**src/rtl/fadd_issue_pkg.sv**
```systemverilog
// Shared FPU definitions for the FADD/FSUB issue wrapper: operand width,
// sign bit position, op encoding and the sign-adjust used to turn FSUB into FADD.
package fadd_issue_pkg;
  localparam int FP_W      = 32;
  localparam int FP_SIGN   = 31;
  localparam int TAG_W_DEF = 6;

  typedef enum logic {
    FOP_ADD = 1'b0,
    FOP_SUB = 1'b1
  } fop_e;

  // x1 - x2 is computed as x1 + (-x2); only the sign bit of x2 is touched.
  function automatic logic [FP_W-1:0] fp_apply_op(input logic [FP_W-1:0] x, input logic negate);
    fp_apply_op = {x[FP_SIGN] ^ negate, x[FP_SIGN-1:0]};
  endfunction
endpackage

```
**src/rtl/fadd_issue_if.sv**
```systemverilog
// Request/response handshake bundle between FP dispatch, the FADD issue unit
// and the result consumer. slave = issue unit side, master = dispatch/consumer side.
interface fadd_issue_if
  import fadd_issue_pkg::*;
#(
  parameter int TAG_W = TAG_W_DEF
);
  logic             in_valid;
  logic             in_ready;
  logic             in_sub;
  logic [TAG_W-1:0] in_tag;
  logic [FP_W-1:0]  in_x1;
  logic [FP_W-1:0]  in_x2;
  logic             out_valid;
  logic             out_ready;
  logic [TAG_W-1:0] out_tag;
  logic [FP_W-1:0]  out_y;

  modport master (
    output in_valid, in_sub, in_tag, in_x1, in_x2, out_ready,
    input  in_ready, out_valid, out_tag, out_y
  );

  modport slave (
    input  in_valid, in_sub, in_tag, in_x1, in_x2, out_ready,
    output in_ready, out_valid, out_tag, out_y
  );
endinterface

```
**src/rtl/fpu_pipe_reg.sv**
```systemverilog
// One-entry valid/ready register slice with synchronous flush. Accepts whenever
// empty or draining, so a full slice with a ready consumer passes one item per cycle.
module fpu_pipe_reg #(
  parameter int W = 32
) (
  input  logic         clk,
  input  logic         rstn,
  input  logic         flush,
  input  logic         in_valid,
  output logic         in_ready,
  input  logic [W-1:0] in_data,
  output logic         out_valid,
  input  logic         out_ready,
  output logic [W-1:0] out_data
);
  logic         valid_q, valid_d;
  logic [W-1:0] data_q, data_d;

  assign in_ready  = !valid_q | out_ready;
  assign out_valid = valid_q;
  assign out_data  = data_q;

  // Flush drops the entry but leaves the data register untouched.
  always_comb begin
    valid_d = valid_q;
    data_d  = data_q;
    if (flush) begin
      valid_d = 1'b0;
    end else if (in_ready) begin
      valid_d = in_valid;
      if (in_valid) data_d = in_data;
    end
  end

  always_ff @(posedge clk) begin
    if (!rstn) begin
      valid_q <= 1'b0;
      data_q  <= '0;
    end else begin
      valid_q <= valid_d;
      data_q  <= data_d;
    end
  end
endmodule

```
**src/rtl/fadd_issue.sv**
```systemverilog
// Two-stage issue/retire wrapper around the external combinational fadd:
// stage A drives the adder operands, stage B captures the sum with its tag.
module fadd_issue
  import fadd_issue_pkg::*;
#(
  parameter int TAG_W = TAG_W_DEF
) (
  input  logic            clk,
  input  logic            rstn,
  input  logic            flush,
  fadd_issue_if.slave     io,
  output logic [FP_W-1:0] add_x1,
  output logic [FP_W-1:0] add_x2,
  input  logic [FP_W-1:0] add_y,
  output logic            busy
);
  logic             a_valid_q, a_valid_d;
  logic [TAG_W-1:0] a_tag_q, a_tag_d;
  logic [FP_W-1:0]  x1_q, x1_d;
  logic [FP_W-1:0]  x2_q, x2_d;

  logic             adv_a;
  logic             adv_b;
  logic             accept;
  logic             b_valid;
  logic [TAG_W+FP_W-1:0] b_in;
  logic [TAG_W+FP_W-1:0] b_out;

  assign adv_a       = a_valid_q & adv_b;
  assign io.in_ready = !a_valid_q | adv_b;
  assign accept      = io.in_valid & io.in_ready;

  // Stage A: a new request may load in the same cycle A hands off to B.
  always_comb begin
    a_valid_d = a_valid_q;
    a_tag_d   = a_tag_q;
    x1_d      = x1_q;
    x2_d      = x2_q;
    if (flush) begin
      a_valid_d = 1'b0;
    end else if (accept) begin
      a_valid_d = 1'b1;
      a_tag_d   = io.in_tag;
      x1_d      = io.in_x1;
      x2_d      = fp_apply_op(io.in_x2, io.in_sub == FOP_SUB);
    end else if (adv_a) begin
      a_valid_d = 1'b0;
    end
  end

  always_ff @(posedge clk) begin
    if (!rstn) begin
      a_valid_q <= 1'b0;
      a_tag_q   <= '0;
      x1_q      <= '0;
      x2_q      <= '0;
    end else begin
      a_valid_q <= a_valid_d;
      a_tag_q   <= a_tag_d;
      x1_q      <= x1_d;
      x2_q      <= x2_d;
    end
  end

  assign add_x1 = x1_q;
  assign add_x2 = x2_q;

  // Stage B: the adder output is only sampled here, so A must hold while B stalls.
  assign b_in = {a_tag_q, add_y};

  fpu_pipe_reg #(
    .W(TAG_W + FP_W)
  ) u_stage_b (
    .clk       (clk),
    .rstn      (rstn),
    .flush     (flush),
    .in_valid  (a_valid_q),
    .in_ready  (adv_b),
    .in_data   (b_in),
    .out_valid (b_valid),
    .out_ready (io.out_ready),
    .out_data  (b_out)
  );

  assign io.out_valid = b_valid;
  assign io.out_tag   = b_out[TAG_W+FP_W-1:FP_W];
  assign io.out_y     = b_out[FP_W-1:0];
  assign busy         = a_valid_q | b_valid;
endmodule

```
**src/flat_wrapper.sv**
```systemverilog
// flat-port wrapper written by rule: the top's interface ports become plain ports
module fadd_issue_flat import fadd_issue_pkg::*;
#(
  parameter int TAG_W = TAG_W_DEF
)
  (clk, rstn, flush, add_x1, add_x2, add_y, busy, io_in_valid, io_in_sub, io_in_tag, io_in_x1, io_in_x2, io_out_ready, io_in_ready, io_out_valid, io_out_tag, io_out_y);
  fadd_issue_if #(.TAG_W(TAG_W)) io_i ();
  input  logic clk;
  input  logic rstn;
  input  logic flush;
  output logic [FP_W-1:0] add_x1;
  output logic [FP_W-1:0] add_x2;
  input  logic [FP_W-1:0] add_y;
  output logic busy;
  input wire logic [$bits(io_i.in_valid)-1:0] io_in_valid;
  input wire logic [$bits(io_i.in_sub)-1:0] io_in_sub;
  input wire logic [$bits(io_i.in_tag)-1:0] io_in_tag;
  input wire logic [$bits(io_i.in_x1)-1:0] io_in_x1;
  input wire logic [$bits(io_i.in_x2)-1:0] io_in_x2;
  input wire logic [$bits(io_i.out_ready)-1:0] io_out_ready;
  output wire logic [$bits(io_i.in_ready)-1:0] io_in_ready;
  output wire logic [$bits(io_i.out_valid)-1:0] io_out_valid;
  output wire logic [$bits(io_i.out_tag)-1:0] io_out_tag;
  output wire logic [$bits(io_i.out_y)-1:0] io_out_y;
  assign io_i.in_valid = io_in_valid;
  assign io_i.in_sub = io_in_sub;
  assign io_i.in_tag = io_in_tag;
  assign io_i.in_x1 = io_in_x1;
  assign io_i.in_x2 = io_in_x2;
  assign io_i.out_ready = io_out_ready;
  assign io_in_ready = io_i.in_ready;
  assign io_out_valid = io_i.out_valid;
  assign io_out_tag = io_i.out_tag;
  assign io_out_y = io_i.out_y;
  fadd_issue #(.TAG_W(TAG_W)) u_core (.clk(clk), .rstn(rstn), .flush(flush), .io(io_i), .add_x1(add_x1), .add_x2(add_x2), .add_y(add_y), .busy(busy));
endmodule
```
**config.mk**
```make
export PLATFORM = sky130hd
export DESIGN_NAME = fadd_issue_flat
export DESIGN_NICKNAME = d
export VERILOG_FILES = /design/src/rtl/fadd_issue_pkg.sv /design/src/rtl/fadd_issue_if.sv /design/src/rtl/fpu_pipe_reg.sv /design/src/rtl/fadd_issue.sv /design/src/flat_wrapper.sv
export SDC_FILE = /design/constraint.sdc
export NUM_CORES = 1
export LEC_CHECK = 0
export CORE_MARGIN = 5
export CORE_UTILIZATION = 55
export CTS_BUF_LIST = sky130_fd_sc_hd__clkbuf_8
export DETAILED_ROUTE_END_ITERATION = 12
export DONT_BUFFER_PORTS = 1
export PLACE_DENSITY = 0.7
export SLEW_MARGIN = 25
export SYNTH_ARGS = -nofsm -noshare
export SYNTH_HDL_FRONTEND = slang
export SYNTH_HIERARCHICAL = 1
export SYNTH_SLANG_ARGS = --single-unit
export TNS_END_PERCENT = 20
```
**constraint.sdc**
```tcl
create_clock -name clk -period 2.15 [get_ports clk]
set_input_delay 0.3225 -clock clk [delete_from_list [all_inputs] [get_ports clk]]
set_output_delay 0.3225 -clock clk [all_outputs]
set_load 0.03 [all_outputs]
```
==> qor.txt <==
status -> complete, no violations
largest cells by area after synthesis -> dfxtp_1 (49%), a21boi_1 (11%), mux2i_1 (8.5%)
Met3 Routed Length -> 1160 microns
Crit Path Class -> register to primary output
Ant. Diodes -> 0
die height -> 100 microns
R2R setup slack -> 0.43 ns
DR WL/cell -> 18.8 microns
IO buf count -> 0
Crit path required time -> 1.83 ns
worst slack, placed -> 0.468 ns
delay-heaviest family, CP -> buffers and inverters
sequential share of power -> 64.5%
worst-path cell chain -> nor2b_4 -> inv_1 -> nor2b_4 -> clkinv_2 -> buf_4
final setup margin -> 0.335 ns
Final Core Density -> 58.9%
TritonRoute pass-1 iters -> 4
Crit. Startpoint -> u_core/u_stage_b/out_valid$_SDFFE_PP0P_
Fin. Hold Viols -> 0
Setup crit end -> io_in_ready
Cells after Synth -> 497
internal power -> 2.62 mW
drt first-iter violations -> 162
RSZ-0062 raised after global routing -> false
Worst-Skew Late Latency -> 0.35 ns
CP Launch Type -> register
Worst Skew -> 0.0101 ns
top sig layer -> met4
H-tree depth -> 3
Area Overhead vs Synth -> 2.77%
DRT antenna net count -> 0
Register-to-Register Path Depth -> 6
clock power share -> 29.7%
vias in the first global route -> 3249
multi-input gate area in the final layout -> 0.00200 sq mm
share of cells above drive strength 1 -> 6.57%
Core Region -> 0.00781 sq mm
clk buf depth -> 2
largest area contributor in the netlist -> dfxtp_1
DRC -> 0
Final TNS setup -> 0 ns
max-cap violations -> 0
Synth top cells by count -> dfxtp_1 (110), nand2_1 (76), nand3_1 (69), o21ai_0 (69), a21boi_1 (65)
top-count cell post-synth -> dfxtp_1
TritonCTS buffer count -> 9
clock root cell -> clkbuf_8
CP Buf/Inv Count -> 3
DR WL met2 -> 5100 microns
Reg-to-Reg Start -> u_core/u_stage_b/out_valid$_SDFFE_PP0P_
setup violators final -> 0
nets -> 576
GPL Wtd Cong -> 0.760
max-slew violations -> 0
die footprint -> 0.0100 sq mm
HPWL after DPL -> 7160 microns
CP arrival -> 1.49 ns
worst-margin pin slew -> 0.622 ns
filler cell count -> 722
register area share after synthesis -> 49.2%
crit share post-route -> 84.4%
Worst slew margin -> 58.5%
total number of vias -> 3362
Post-Syn Area per Cell -> 9.00 sq um
Post-synth EDFFs -> 0
Top FF cell, synth -> dfxtp_1
routed vias/inst -> 5.86
Post-CTS Hold Buffers -> 0
global-route wire length before repair -> 16600 microns
Hold Path Class -> primary input to register
PwrDens -> 774 mW/mm^2
Synth Register Bits -> 110
Worst setup EP type -> primary output
Initial Util -> 57.3%
syn_nets -> 605
RR Endpoint -> u_core/add_x1[29]$_SDFFE_PN0P_
GR Overflow Total -> 0
combinational share of power -> 5.7%
Sw Ratio -> 26.5%
Largest stage delay, worst path -> 0.34 ns
I/O pin count -> 213
Max Clk Rate -> 551 MHz
pin count of the biggest net entering global routing -> 149
chip width -> 100 microns
Peak VDD IR -> 312 uV
clock slew at reported path FFs -> 0.10 ns
library cells used by synthesis -> 26
Ys Warns -> 6
CTS tree -> yes
initial antenna violation count -> 0
Crit Path Max Fanout -> 12
FF/Latch Area -> 0.00220 sq mm
CP Depth -> 5
ys async rst share -> 0%
# Post-CTS Setup Buffers -> 0
DRT met1 WL -> 4340 microns
clock sinks -> 110
Slowest-stage cell, CP -> dfxtp_1
Period minus WS final -> 1.82 ns
Net Switching -> 0.945 mW
# resized after CTS -> 0
# rows -> 32
GRT Total Usage -> 20.4%
leakage power -> 1.57 nW
DRT Wirelength -> 10800 microns
share of the synthesized area in the top cell type -> 49.2%
most frequent CP cell -> nor2b_4
Cell Area, Synth -> 0.00447 sq mm
-- state kept, by name (all words and copies together) (netlist names) --
register	flops
u_core/a_valid_q	1
u_core/add_x2	32
u_core/add_x1	32
u_core/u_stage_b/out_data	38
u_core/u_stage_b/out_valid	1
u_core/a_tag_q	6
-- power by group through the flow --
stage	Combinational [mW]	Sequential [mW]	Clock, mW
after floorplan	0.208	2.33	0
after global placement	0.197	2.35	0
after detailed placement	0.206	2.35	0
after CTS	0.206	2.30	1.09
after global routing	0.231	2.31	1.18
final	0.204	2.30	1.06
-- worst register-to-register path: stages (launching register included) --
cell	delay (ns)
dfxtp_1	0.34
nor2b_4	0.18
inv_1	0.08
nor2b_4	0.12
buf_4	0.51
o21ai_0	0.23
a21boi_1	0.18
-- kinds of logic (layout without fill, tap and decap cells) --
| family | Yosys count | count (layout) | synth area share, % |
|---|---|---|---|
| compound gates | 139 | 139 | 19.4 |
| xor+xnor | 1 | 1 | 0.196 |
| buf+inv | 52 | 27 | 6.43 |
| flops | 110 | 110 | 49.2 |
| mux | 38 | 38 | 8.50 |
| simple gates | 157 | 157 | 16.2 |
-- how the worst min path moves through the flow --
stage / start / end / slack (ns) / cells after the start
after floorplan: flush / u_core/a_valid_q$_SDFFE_PP0P_ / 0.40 / 1
after global placement: flush / u_core/u_stage_b/out_valid$_SDFFE_PP0P_ / 0.40 / 1
after detailed placement: flush / u_core/a_valid_q$_SDFFE_PP0P_ / 0.40 / 1
after CTS: flush / u_core/u_stage_b/out_valid$_SDFFE_PP0P_ / 0.01 / 1
after global routing: flush / u_core/u_stage_b/out_valid$_SDFFE_PP0P_ / 0.005 / 1
final: flush / u_core/u_stage_b/out_valid$_SDFFE_PP0P_ / 0.03 / 1
-- metal layers --
metal  vias up  GRT usage, %
li1       1644             -
met1      1552          24.6
met2       151          33.4
met3        15          7.51
met4         0          7.67
met5         -             0
-- cell usage in the layout (no fill, tap or decap) --
cell type,netlist,layout
nand3_1,69,69
o21ai_0,69,69
dfxtp_1,110,110
nand2b_2,1,1
xor2_1,1,1
nor3b_2,2,1
a21oi_1,1,1
nor3b_1,2,2
clkinv_2,1,3
nor2_1,2,2
clkbuf_8,0,9
a21boi_1,65,65
mux2i_1,38,38
buf_12,2,2
clkinvlp_4,0,2
nor3b_4,0,1
a21boi_0,4,4
buf_4,4,8
nor2b_4,1,3
or2_2,1,1
inv_1,1,3
nor3_1,1,1
nand2_1,76,76
-- per-stage QoR --
stage	total power [mW]	area, sq um	hold WS, ns	instances
floorplan	2.54	4470	0.399	497
global placement	2.54	4440	0.403	559
detailed placement	2.55	4440	0.403	559
CTS	3.59	4600	0.0148	574
global route	3.72	4600	0.00483	574
finish	3.56	4600	0.0342	574
-- final cells by class --
cell class	instances	area share, %
flip-flops and latches	110	47.9
repair buffers	10	2.18
multi-input cells	335	43.6
clock inverters	6	0.707
inverters	2	0.190
clock buffers	9	2.69
well taps	102	2.78
No activity file was read; power rests on OpenSTA's default activity.
